==> src/rtl/branch_ctrl.sv <==
// Branch resolution controller: 2-bit saturating-counter direction predictor,
// EX-stage resolution and a redirect-then-flush sequencer on mispredicts.
module branch_ctrl #(
   parameter int unsigned IDX_W        = 4,
   parameter int unsigned FLUSH_CYCLES = 2,
   parameter logic [15:0] CNT_SAT      = 16'hFFFF
) (
   input  logic        clk,
   input  logic        rst_n,
   input  logic [31:0] fetch_pc,
   output logic        pred_taken,
   input  logic        ex_valid,
   input  logic [6:0]  ex_opc,
   input  logic [31:0] ex_pc,
   input  logic [31:0] ex_imm,
   input  logic [31:0] ex_rs1,
   input  logic        ex_cond,
   input  logic        ex_pred_taken,
   output logic        redirect,
   output logic [31:0] redirect_pc,
   output logic        flush,
   output logic        busy,
   output logic [15:0] mispredict_cnt
);

   localparam int unsigned DEPTH      = 2 ** IDX_W;
   localparam int unsigned FC_W       = 4;
   localparam int unsigned FLUSH_LOAD = (FLUSH_CYCLES > 1) ? FLUSH_CYCLES - 2 : 0;
   localparam logic [6:0]  OPC_BRANCH = 7'b1100011;
   localparam logic [6:0]  OPC_JAL    = 7'b1101111;
   localparam logic [6:0]  OPC_JALR   = 7'b1100111;

   typedef enum logic [1:0] {
      S_IDLE     = 2'd0,
      S_REDIRECT = 2'd1,
      S_FLUSH    = 2'd2
   } state_e;

   state_e            state_q, state_d;
   logic [FC_W-1:0]   fcnt_q, fcnt_d;
   logic              redirect_d, flush_d, busy_d;
   logic [31:0]       redirect_pc_d;
   logic [15:0]       mcnt_d;
   logic [1:0]        ctr_q [DEPTH];
   logic [IDX_W-1:0]  fetch_idx, ex_idx;
   logic              accept, is_branch, taken, mispredict;
   logic [31:0]       target, next_pc;
   logic              unused_fetch_bits;

   assign fetch_idx         = fetch_pc[IDX_W+1:2];
   assign ex_idx            = ex_pc[IDX_W+1:2];
   assign pred_taken        = ctr_q[fetch_idx][1];
   assign unused_fetch_bits = ^{fetch_pc[31:IDX_W+2], fetch_pc[1:0]};
   assign is_branch         = (ex_opc == OPC_BRANCH);
   assign accept            = ex_valid && (state_q == S_IDLE);

   // Resolve direction, target and mispredict for the EX instruction.
   always_comb begin
      taken      = 1'b0;
      mispredict = 1'b0;
      target     = ex_pc + ex_imm;
      if (is_branch) begin
         taken      = ex_cond;
         mispredict = (ex_cond != ex_pred_taken);
      end else if (ex_opc == OPC_JAL) begin
         taken      = 1'b1;
         mispredict = !ex_pred_taken;
      end else if (ex_opc == OPC_JALR) begin
         taken      = 1'b1;
         target     = (ex_rs1 + ex_imm) & ~32'h1;
         mispredict = 1'b1;
      end
      next_pc = taken ? target : ex_pc + 32'd4;
   end

   // Next-state and registered-output decode.
   always_comb begin
      state_d       = state_q;
      fcnt_d        = fcnt_q;
      redirect_pc_d = redirect_pc;
      mcnt_d        = mispredict_cnt;
      case (state_q)
         S_IDLE: begin
            if (accept && mispredict) begin
               state_d       = S_REDIRECT;
               redirect_pc_d = next_pc;
               if (mispredict_cnt != CNT_SAT) mcnt_d = mispredict_cnt + 16'd1;
            end
         end
         S_REDIRECT: begin
            if (FLUSH_CYCLES > 1) begin
               state_d = S_FLUSH;
               fcnt_d  = FC_W'(FLUSH_LOAD);
            end else begin
               state_d = S_IDLE;
            end
         end
         S_FLUSH: begin
            if (fcnt_q == '0) state_d = S_IDLE;
            else              fcnt_d  = fcnt_q - FC_W'(1);
         end
         default: state_d = S_IDLE;
      endcase
      redirect_d = (state_d == S_REDIRECT);
      flush_d    = (state_d != S_IDLE);
      busy_d     = flush_d;
   end

   always_ff @(posedge clk or negedge rst_n) begin
      if (!rst_n) begin
         state_q        <= S_IDLE;
         fcnt_q         <= '0;
         redirect       <= 1'b0;
         flush          <= 1'b0;
         busy           <= 1'b0;
         redirect_pc    <= '0;
         mispredict_cnt <= '0;
      end else begin
         state_q        <= state_d;
         fcnt_q         <= fcnt_d;
         redirect       <= redirect_d;
         flush          <= flush_d;
         busy           <= busy_d;
         redirect_pc    <= redirect_pc_d;
         mispredict_cnt <= mcnt_d;
      end
   end

   // History table: resets weakly not-taken, trains on accepted branches only.
   always_ff @(posedge clk or negedge rst_n) begin
      if (!rst_n) begin
         for (int unsigned i = 0; i < DEPTH; i++) ctr_q[i] <= 2'b01;
      end else if (accept && is_branch) begin
         if (ex_cond) begin
            if (ctr_q[ex_idx] != 2'b11) ctr_q[ex_idx] <= ctr_q[ex_idx] + 2'b01;
         end else begin
            if (ctr_q[ex_idx] != 2'b00) ctr_q[ex_idx] <= ctr_q[ex_idx] - 2'b01;
         end
      end
   end

endmodule

==> config.mk <==
export PLATFORM = sky130hd
export DESIGN_NAME = branch_ctrl
export DESIGN_NICKNAME = d
export VERILOG_FILES = /design/src/rtl/branch_ctrl.sv
export SDC_FILE = /design/constraint.sdc
export NUM_CORES = 1
export LEC_CHECK = 0
export CORE_ASPECT_RATIO = 0.9
export CORE_UTILIZATION = 33
export CTS_CLUSTER_DIAMETER = 50
export DETAILED_ROUTE_END_ITERATION = 8
export PLACE_DENSITY = 0.56
export SYNTH_ARGS = -nofsm -noshare
export SYNTH_HDL_FRONTEND = slang
export SYNTH_SLANG_ARGS = --single-unit
==> constraint.sdc <==
create_clock -name clk -period 5.4 [get_ports clk]
set_input_delay 1.08 -clock clk [delete_from_list [all_inputs] [get_ports clk]]
set_output_delay 1.08 -clock clk [all_outputs]
set_load 0.01 [all_outputs]
==> impl_summary.md, run 1 <==
Route
The routed via count is 7936. Dividing the detail-routed via count by the number of cells gives 5.333. The total iterations of the first detailed-routing run is 7.

After detailed routing, the number of remaining DRC violations is 0. The detailed router finished its first iteration with 581 violations. The detail route stage leaves a number of antenna-violating nets equal to 0. The routed wire length per instance is 17.90 um. The routed design has 26.63 mm of wire.

Critical path
The endpoint required time on the critical path is 5.65 ns. STA classifies the critical path startpoint as an input port. The kind of end point of the critical path is a register.

The critical path goes through clkdlybuf4s50_1, mux4_2, mux2_2, o21ai_1, clkinv_1, ha_1, mux2_2, nor4_1, buf_4, nand2_1, nor3_1, mux2_2. The setup path with the least slack is of type input port to register. The most used cell along the critical path is mux2_2.

The library cell contributing the largest single delay on the critical path is clkdlybuf4s50_1. The largest incremental delay on the critical path is 0.88 ns. STA puts the critical path data arrival time at 4.74 ns. In this run the worst path has a maximum fanout of 11.

CTS
The number of clock buffers added by TritonCTS is 9. The number of hold buffers added after CTS was 0. The clock insertion delay at the later pin of the skew report is 0.36 ns. After clock tree synthesis, the clock-pin slew on the worst setup and hold paths is 0.08 ns. The clock net in this run drives a total of 88 sinks.

The number of setup buffers added after CTS is 0. Gates resized during post-CTS repair numbered 0. TritonCTS built the clock tree. The number of buffers between clock root and the deepest sink is 2. Clock tree synthesis selected as its root buffer the cell clkbuf_16. CTS built an H-tree with a depth of 3.

Pwr
The worst-case IR drop observed on VDD is 0.1201 mV. The power density over cell area is 206.1 nW/um^2. The share of total power dissipated in combinational logic is 0.364. The internal power of the cells is 1415 uW. The share of total power dissipated in sequential elements is 0.338. Of the total power, the share spent switching nets is 0.3549. The analysis attributes to cell leakage a power of 0.004427 uW.

The share of total power dissipated in the clock network is 0.298. The power spent charging and discharging nets is 778.4 uW.

Final layout
In the final layout, the share of cells above drive strength 1 is 0.09209. Fill cells in the final layout number 2529. The post-synthesis to final-layout area growth is 28.03%. The count of nets after finishing is 1358.

Status
The flow ran to the end, and the final reports show no timing, DRC or antenna violations.

Timing
The time the worst path needs with I/O delays and setup is 4.490 ns. The final-report hold violation count is 0. The max-slew violation count was 0.

The worst hold slack is 0.4843 ns. Timing would allow up to 222.7 MHz. The final-layout setup total negative slack is 0 ns. Setup violations remaining at the end of the flow were counted as 0.

Setup repair after global routing left no endpoint under its margin. The headroom to the max-slew limit is 0.1959. For the final database, setup skew stands at 0.009397 ns. Of the available clock period, the critical path in the final layout requires 0.8315. The actual transition at the worst max-transition pin is 1.198 ns.

Synthesis
By count the netlist is led by 108 x nand2_1, 102 x a21oi_1, 96 x nor2_1. The sequential cell area fraction in the yosys report is 0.2673. A synthesized cell averages 8.387 um^2. Yosys instantiated no cell more often than nand2_1.

The cell area after technology mapping is 8312 um^2. For this run, asynchronously set or reset flops after synthesis account for 1.000. The top-area cell type share of the netlist area is 0.2168.

The number of warnings reported in the yosys synthesis log is 0. Yosys mapped the design onto 78 distinct sky130hd cell types. The number of enable-type register cells in the synthesized netlist is 0. The number of nets in the synthesized netlist is 1203. The dominant register cell in the synthesized netlist is dfrtp_1. dfrtp_1 takes more of the synthesized area than any other cell. The synthesized instance count is 991. The post-synthesis register bit count is 88.

In the post-synthesis netlist, the biggest area contributors are dfrtp_1 22%, ha_1 11%, a21oi_1 6.1%.

Flow run
The max-capacitance violation count is 0.

Floorplanning
192 I/O pins were placed. The die area is 25830 um^2. The initial cell density of the core is 0.3398. The site row count is 54. From bottom edge to top edge, the die measures 152.6 um. The floorplan step set the die width to 169.3 um.

The core box area is 24460 um^2.

Place
Port buffering added 163 buffers. The final weighted congestion in routability-driven placement is 0.9073. Detailed placement finished with a half-perimeter wire length of 21.18 mm.

Global routing
The via count of the first global-routing pass is 7732. For this run the aggregate overflow at the end of global routing stands at 0. Entering global routing, the biggest net connects 50 pins. The total track usage is 0.2086. The first global-routing pass estimated 42.26 mm of wire.

The initial antenna violation count was 1.

Worst hold path
The worst hold path class is register to register.
==> power by group through the flow <==
stage	clock network, uW	logic, uW	registers, uW
final	654	799	742
after detailed placement	0	794	754
after CTS	668	798	742
after global placement	0	788	754
after global routing	702	876	748
after floorplan	0	441	763
==> final cells by class <==
type | instances | area [um^2] | area share
clock buffer | 9 | 225.2 | 0.02116
inverter | 26 | 97.59 | 0.009171
multi-input combinational | 845 | 5871 | 0.5517
antenna | 1 | 2.502 | 0.0002352
clock inverter | 7 | 76.32 | 0.007172
timing repair buffer | 176 | 1727 | 0.1623
sequential | 88 | 2222 | 0.2088
tap | 336 | 420.4 | 0.03951
==> logic make-up after synthesis <==
family | after synthesis | share of synthesized area
simple gates | 333 | 0.1867
compound gates | 307 | 0.2388
xor+xnor | 95 | 0.1001
flops | 88 | 0.2673
fa+ha+maj | 72 | 0.1102
buf+inv | 58 | 0.02725
mux | 38 | 0.06970
==> per-stage QoR <==
stage                     setup slack [ns]  area, um^2  utilization  instances  power, uW
after global placement              0.6902       10340       0.4227       1471       1542
after floorplan                      1.045        8312            -        991       1204
final                               0.9100       10640       0.4351       1488       2194
after detailed placement            0.5717       10340       0.4227       1471       1548
after CTS                           0.9290       10640       0.4350       1487       2207
after global routing                0.7284       10640       0.4350       1487       2326
==> worst paths after layout <==
kind	start	to	slack, ns	cells after the start
max	ex_pc[3]	ctr_q[31]	0.91	12
min	redirect_pc[4]	redirect_pc[4]	0.48	2
max reg2reg	register	ctr_q[31]	2.11	11
min reg2reg	redirect_pc[4]	redirect_pc[4]	0.48	2
max in group asynchronous	rst_n	redirect_pc[15]	3.66	2
min in group asynchronous	rst_n	redirect_pc[3]	0.73	1
==> cells in the final DEF, fill, tap and decap left out, types with 16 or more instances in the layout <==
master           count
dfstp_2             16
nand4_1             25
nor2_1              95
o211ai_1            17
mux2_2              19
inv_1               25
nor3_1              20
xor2_1              44
dfrtp_1             72
clkdlybuf4s50_1    162
nand3_1             27
a21o_1              21
o21ai_0             67
ha_1                70
a21oi_1            102
xnor2_1             51
nand2_1            108
==> layer usage <==
layer | part of all wire | track usage
met4 | 0.0097 | 0.04462
met2 | 0.44 | 0.3233
met1 | 0.49 | 0.3079
met3 | 0.055 | 0.02545
met5 | 0 | 0
==> worst max-delay path, delay by kind of cell <==
family | cells | cell delay (ns)
AND/OR/NAND/NOR | 3 | 0.71
multiplexers | 4 | 1.32
adder cells (fa/ha/maj) | 1 | 0.21
buffers and inverters | 3 | 1.20
AO/OA/AOI/OAI | 1 | 0.20
Power figures use the tool's default switching activity.
==> run 2, diff against run 1 <==
Clock period 5.4 ns to 4.5 ns, I/O delays scaled along.
==> impl_summary.md, run 2 (synthesized netlist as in run 1, its figures left out) <==
Timing
Setup repair after global routing left no endpoint under its margin. The time the worst path needs with I/O delays and setup is 4.063 ns. The final clock period utilization by the worst path is 0.9029. The worst hold slack is 0.4830 ns (-0.001219 ns). The final clock skew is 0.01792 ns (+0.008525 ns).

The final-layout setup total negative slack is 0 ns (unchanged). The number of setup violations in the final report was 0 (unchanged). The final-report hold violation count came to 0 (unchanged). Timing would allow up to 246.1 MHz. The actual transition at the worst max-transition pin came to 1.184 ns (-0.01365 ns). The max-slew violation count is 0 (unchanged). The headroom to the max-slew limit is 0.2050 (+0.009168).

Floorplanning
The site row count is 54 (unchanged). The core box area is 24460 um^2 (unchanged). The die area is 25830 um^2 (unchanged). The I/O pin count was 192 (unchanged). The horizontal extent of the die is 169.3 um (unchanged). The initial cell density of the core is 0.3398 (unchanged). The vertical die dimension was 152.6 um (unchanged).

Route
The number of remaining DRC errors came to 0 (unchanged). The iteration-0 DRC count of the detailed router is 602 (+3.6%). The routed wire length per instance is 17.29 um (-3.4%). The average vias per placed instance is 5.376 (+0.80%). The number of nets with antenna violations after detailed routing is 0 (unchanged). The total iterations of the first detailed-routing run was 5 (-2). The total routed wirelength came to 26.11 mm (-1.9%). The routed via count is 8118 (+2.3%).

Critical path
The highest net fanout along the worst path came to 14 (+3). The critical path goes through clkdlybuf4s50_1, buf_12, mux4_2, mux2_2, o21ai_1, clkinv_1, ha_1, mux2_2, nor4_1, buf_4, nand2_1, nor3_1, mux2_2. The arrival time at the worst endpoint was 4.30 ns (-0.44 ns). The largest incremental delay on the critical path is 0.52 ns (-0.36 ns).

The timing endpoint of the critical path is ctr_q[29]. The endpoint required time on the critical path is 4.74 ns (-0.91 ns). The logic depth of the worst register-to-register path is 11 (unchanged). The most used cell along the critical path is mux2_2. The capture instance of the worst register-to-register path is ctr_q[29]. The category of the most critical setup path is input port to register.

The library cell contributing the largest single delay on the critical path is mux4_2. STA classifies the critical path endpoint as a register. The setup slack of the worst register-to-register path is 1.34 ns (-0.77 ns). The worst setup path is launched from an input port. Tracing the worst setup path back leads to its startpoint at ex_pc[2].

Global routing
The wire length of the first global-routing pass is 41.21 mm (-2.5%). The maximum number of pins on one net before global-route repair is 69 (+38%). The aggregate global routing overflow is 0 (unchanged). The initial antenna violation count is 0 (-1). The total track usage is 0.2024 (-0.006197). The via count of the first global-routing pass came to 7638 (-1.2%).

Place
The final weighted congestion in routability-driven placement was 0.9302 (+2.5%). The count of input and output buffers is 163 (unchanged). The post-detailed-placement half-perimeter wirelength is 21.30 mm (+0.55%).

Final layout
The count of antenna diodes in the layout came to 0 (-1). Relative to the synthesized area, the layout overhead comes to 30.38%. In the layout the commonest cells are 162 x clkdlybuf4s50_1, 108 x nand2_1, 102 x a21oi_1.

The count of nets after finishing came to 1381 (+1.7%). The most frequent standard cell in the layout excluding fill and tap cells is clkdlybuf4s50_1. The fraction of final layout cells sized beyond drive strength 1 is 0.1099 (+0.01779).

CTS
The number of buffers between clock root and the deepest sink is 2 (unchanged). The root buffer selected by CTS is clkbuf_16. TritonCTS built the clock tree. The number of gates given a new drive strength after cts is 0 (unchanged). The clock insertion delay at the later pin of the skew report is 0.36 ns (about the same). The clock sink total came to 88 (unchanged). The maximum level of the CTS H-tree is 3 (unchanged). The clock transition time at the flip-flop clock pins of the worst setup and hold paths came to 0.07 ns (about the same). The number of buffers inserted during clock tree synthesis is 9 (unchanged). The post-cts hold buffer count is 0 (unchanged).

The number of setup buffers added after CTS came to 0 (unchanged).

Pwr
The worst ir drop on vdd came to 0.1613 mV (+34%). The power density over cell area was 242.2 nW/um^2 (+17%). The reported leakage power came to 0.004557 uW (+2.9%).

Flow run
The max-capacitance violation count is 0 (unchanged).

Status
The flow ran to the end, and the final reports show no timing, DRC or antenna violations.

Worst hold path
The worst hold path class is register to register.
## run 2: cell count changes in the layout (fill, tap and decap cells not counted)
cell,change
buf_4,+21
buf_12,+2
diode_2,-1
## run 2: critical path: cells and delay by family
kind	cells	cell delay, ns
muxes	4	1.41
adders and majority gates	1	0.20
buffers and inverters	4	0.98
and+or+nand+nor	3	0.60
AOI/OAI and AO/OA	1	0.19
## run 2: worst min path at each step
stage,from,to,slack [ns],cells after the start
after floorplan,register,register,0.46,2
after global placement,redirect_pc[4],redirect_pc[4],0.46,2
after detailed placement,redirect_pc[4],redirect_pc[4],0.47,2
after CTS,register,register,0.49,2
after global routing,mispredict_cnt[6],mispredict_cnt[6],0.52,1
final,register,register,0.48,2
## run 2: layout make-up
class                           instances  area, um^2
Fill cell                            2480       13620
Multi-Input combinational cell        845        5871
Sequential cell                        88        2222
Timing Repair Buffer                  199        1924
Tap cell                              336       420.4
Clock buffer                            9       225.2
Inverter                               26       97.59
Clock inverter                          7       76.32
## run 2: metrics by stage
stage                     cells  setup WS, ns  cell area [um^2]  power, uW    util
final                      1510        0.4371             10840       2624  0.4431
after global routing       1510        0.2221             10840       2767  0.4431
after CTS                  1510        0.4365             10840       2644  0.4431
after detailed placement   1494       0.06728             10540       1864  0.4307
after global placement     1494        0.1268             10540       1861  0.4307
after floorplan             991        0.3246              8312       1445       -
## run 2: per-layer routing
layer	part of all wire	vias to the layer above	GRT usage
met5	0	-	0
met4	0.014	0	0.05320
met3	0.051	21	0.02130
met2	0.44	256	0.3112
met1	0.49	3821	0.2992
li1	-	4020	-
## run 2: power by group
part / total [uW] / internal (uW) / switching (uW)
sequential: 890 / 847 / 43.6
combinational: 967 / 461 / 506
clock: 767 / 397 / 370
total: 2620 / 1700 / 919
==> run 3, diff against run 2 <==
Settings changed: HOLD_SLACK_MARGIN set to 0.05, RECOVER_POWER set to 100.
==> impl_summary.md, run 3 (synthesized netlist as in run 1, its figures left out) <==
Status
The flow ran to the end, but the final reports show violations. The final reports fail on capacitance limit, slew limit.

Route
The average vias per placed instance came to 5.358 (-0.33%). The routed wire length per instance is 17.25 um (-0.25%). The number of remaining DRC errors is 0 (unchanged). The total routed wirelength is 26.04 mm (-0.25%). The number of nets with antenna violations after detailed routing is 0 (unchanged).

The iteration-0 DRC count of the detailed router is 627 (+4.2%). The total iterations of the first detailed-routing run came to 5 (unchanged). The routed via count was 8091 (-0.33%).

Global routing
The maximum number of pins on one net before global-route repair came to 69 (unchanged). The total track usage is 0.2024 (unchanged). The aggregate global routing overflow is 0 (unchanged).

The via count of the first global-routing pass is 7638 (unchanged). The initial antenna violation count was 0 (unchanged). The wire length of the first global-routing pass is 41.21 mm (unchanged).

Flow run
The max-capacitance violation count is 2 (+2).

Final layout
The count of antenna diodes in the layout came to 0 (unchanged). The post-route standard cell area excluding fillers is 10800 um^2 (-0.33%). The fraction of final layout cells sized beyond drive strength 1 came to 0.1048 (-0.005111). The most frequent standard cell in the layout excluding fill and tap cells is nand2_1. In the layout the commonest cells are 108 x nand2_1, 107 x clkdlybuf4s50_1, 102 x a21oi_1. The post-synthesis to final-layout area growth is 29.94%.

The count of nets after finishing came to 1381 (unchanged).

Timing
The final-layout setup total negative slack came to 0 ns (unchanged). The max-slew violation count is 99 (+99). The peak clock frequency supported by timing is 242.1 MHz (-1.6%). The final clock period utilization by the worst path was 0.9178 (+0.01493).

The headroom to the max-slew limit is -0.1145 (-0.3195). The actual transition at the worst max-transition pin was 1.672 ns (+0.4878 ns). Setup repair after global routing left no endpoint under its margin. The number of setup violations in the final report is 0 (unchanged).

The final clock skew is 0.01584 ns (-0.002083 ns). The worst hold slack is 0.4800 ns (-0.003024 ns). The time the worst path needs with I/O delays and setup is 4.130 ns (+0.06717 ns).

The final-report hold violation count was 0 (unchanged).

Floorplanning
The horizontal extent of the die is 169.3 um (unchanged). The site row count came to 54 (unchanged). The initial cell density of the core was 0.3398 (unchanged).

The die area is 25830 um^2 (unchanged). The core box area is 24460 um^2 (unchanged). The I/O pin count is 192 (unchanged). The vertical die dimension was 152.6 um (unchanged).

Place
The placed instance area is 10540 um^2 (unchanged). The post-detailed-placement half-perimeter wirelength was 21.30 mm (unchanged). The final weighted congestion in routability-driven placement was 0.9302 (unchanged). The count of input and output buffers is 163 (unchanged).

Pwr
The worst ir drop on vdd is 0.1615 mV (about the same). The power density over cell area is 240.4 nW/um^2 (-0.74%). The total power after layout is 2596 uW (-1.1%). The reported leakage power was 0.004677 uW (+2.6%).

Critical path
In this run the critical register-to-register path is launched from state_q[0]. The endpoint required time on the critical path is 4.74 ns (about the same). The highest net fanout along the worst path is 14 (unchanged). In this design, the critical path's most frequently occurring cell is mux2_2. STA classifies the critical path endpoint as a register. The number of cells on the critical path came to 13 (unchanged). The largest incremental delay on the critical path is 0.57 ns (+0.05 ns). In this design, the largest share of critical-path delay is due to multiplexers. The number of buffer and inverter stages on the critical path came to 4 (unchanged). The library cell contributing the largest single delay on the critical path is dlygate4sd3_1.

The setup slack of the worst register-to-register path is 1.32 ns (-0.02 ns). The critical path is of the input port to register type. The arrival time at the worst endpoint is 4.37 ns (+0.07 ns). The worst register-to-register path ends at mispredict_cnt[15].

The worst setup path is launched from an input port. The critical path goes through dlygate4sd3_1, buf_12, mux4_2, mux2_2, o21ai_1, clkinv_1, ha_1, mux2_2, nor4_1, buf_4, nand2_1, nor3_1, mux2_2. The logic depth of the worst register-to-register path is 8 (-3).

CTS
The number of setup buffers added after CTS is 0 (unchanged). The tree is rooted in a clkbuf_16. The number of buffers between clock root and the deepest sink came to 2 (unchanged). The maximum level of the CTS H-tree was 3 (unchanged). The post-cts hold buffer count is 0 (unchanged). The clock transition time at the flip-flop clock pins of the worst setup and hold paths came to 0.07 ns (about the same). The CTS tree is yes. The number of gates given a new drive strength after cts is 0 (unchanged). The clock sink total was 88 (unchanged).

The clock insertion delay at the later pin of the skew report was 0.36 ns (about the same). The number of buffers inserted during clock tree synthesis is 9 (unchanged).

Worst hold path
The cell depth of the worst min-delay path is 2 (unchanged). The worst hold path class is register to register. For hold timing, the worst endpoint is redirect_pc[15]. The beginning of the worst hold path is redirect_pc[15].
-- run 3: changes by cell type in the layout (fill, tap and decap cells not counted), sizes merged --
| cell | before | now |
|---|---|---|
| clkdlybuf4s50 | 162 | 107 |
| clkbuf | 9 | 21 |
| buf | 37 | 25 |
| dlygate4sd3 | 0 | 55 |
-- run 3: metal layers --
| metal | wire [um] | part of all wire | track usage | vias up |
|---|---|---|---|---|
| met3 | 1324 | 0.051 | 0.02130 | 24 |
| met1 | 12790 | 0.49 | 0.2992 | 3800 |
| li1 | - | - | - | 4026 |
| met2 | 11530 | 0.44 | 0.3112 | 241 |
| met5 | 0 | 0 | 0 | - |
| met4 | 399 | 0.015 | 0.05320 | 0 |
-- run 3: area by class of cell --
cell class | instances | area (um^2)
sequential | 88 | 2222
clock buffer | 9 | 225.2
inverter | 26 | 97.59
fill | 2488 | 13660
tap | 336 | 420.4
clock inverter | 7 | 76.32
multi-input combinational | 845 | 5847
timing repair buffer | 199 | 1912
-- run 3: worst min-delay path, cell delays in order, from the launching register on --
cell and delay, ns:
dfrtp_1 0.34, nand2_1 0.05, o21ai_0 0.06
-- run 3: where the power goes --
group / internal (uW) / switching, uW / total [uW]
registers: 847 / 40.5 / 887
clock network: 397 / 368 / 765
logic: 439 / 504 / 943
-- run 3: worst max path at each step --
stage	startpoint	to	slack, ns
CTS	ex_pc[2]	ctr_q[31]	0.44
detailed placement	ex_pc[2]	ctr_q[31]	0.07
global placement	ex_pc[2]	ctr_q[29]	0.13
global route	ex_opc[6]	mispredict_cnt[15]	0.11
finish	ex_pc[2]	ctr_q[31]	0.37
floorplan	ex_pc[2]	ctr_q[31]	0.32
-- run 3: per-stage QoR --
stage | utilization | setup WS, ns | instances
after floorplan | - | 0.3246 | 991
after global placement | 0.4307 | 0.1268 | 1494
after detailed placement | 0.4307 | 0.06728 | 1494
after CTS | 0.4431 | 0.4365 | 1510
after global routing | 0.4416 | 0.1122 | 1510
final | 0.4416 | 0.3699 | 1510
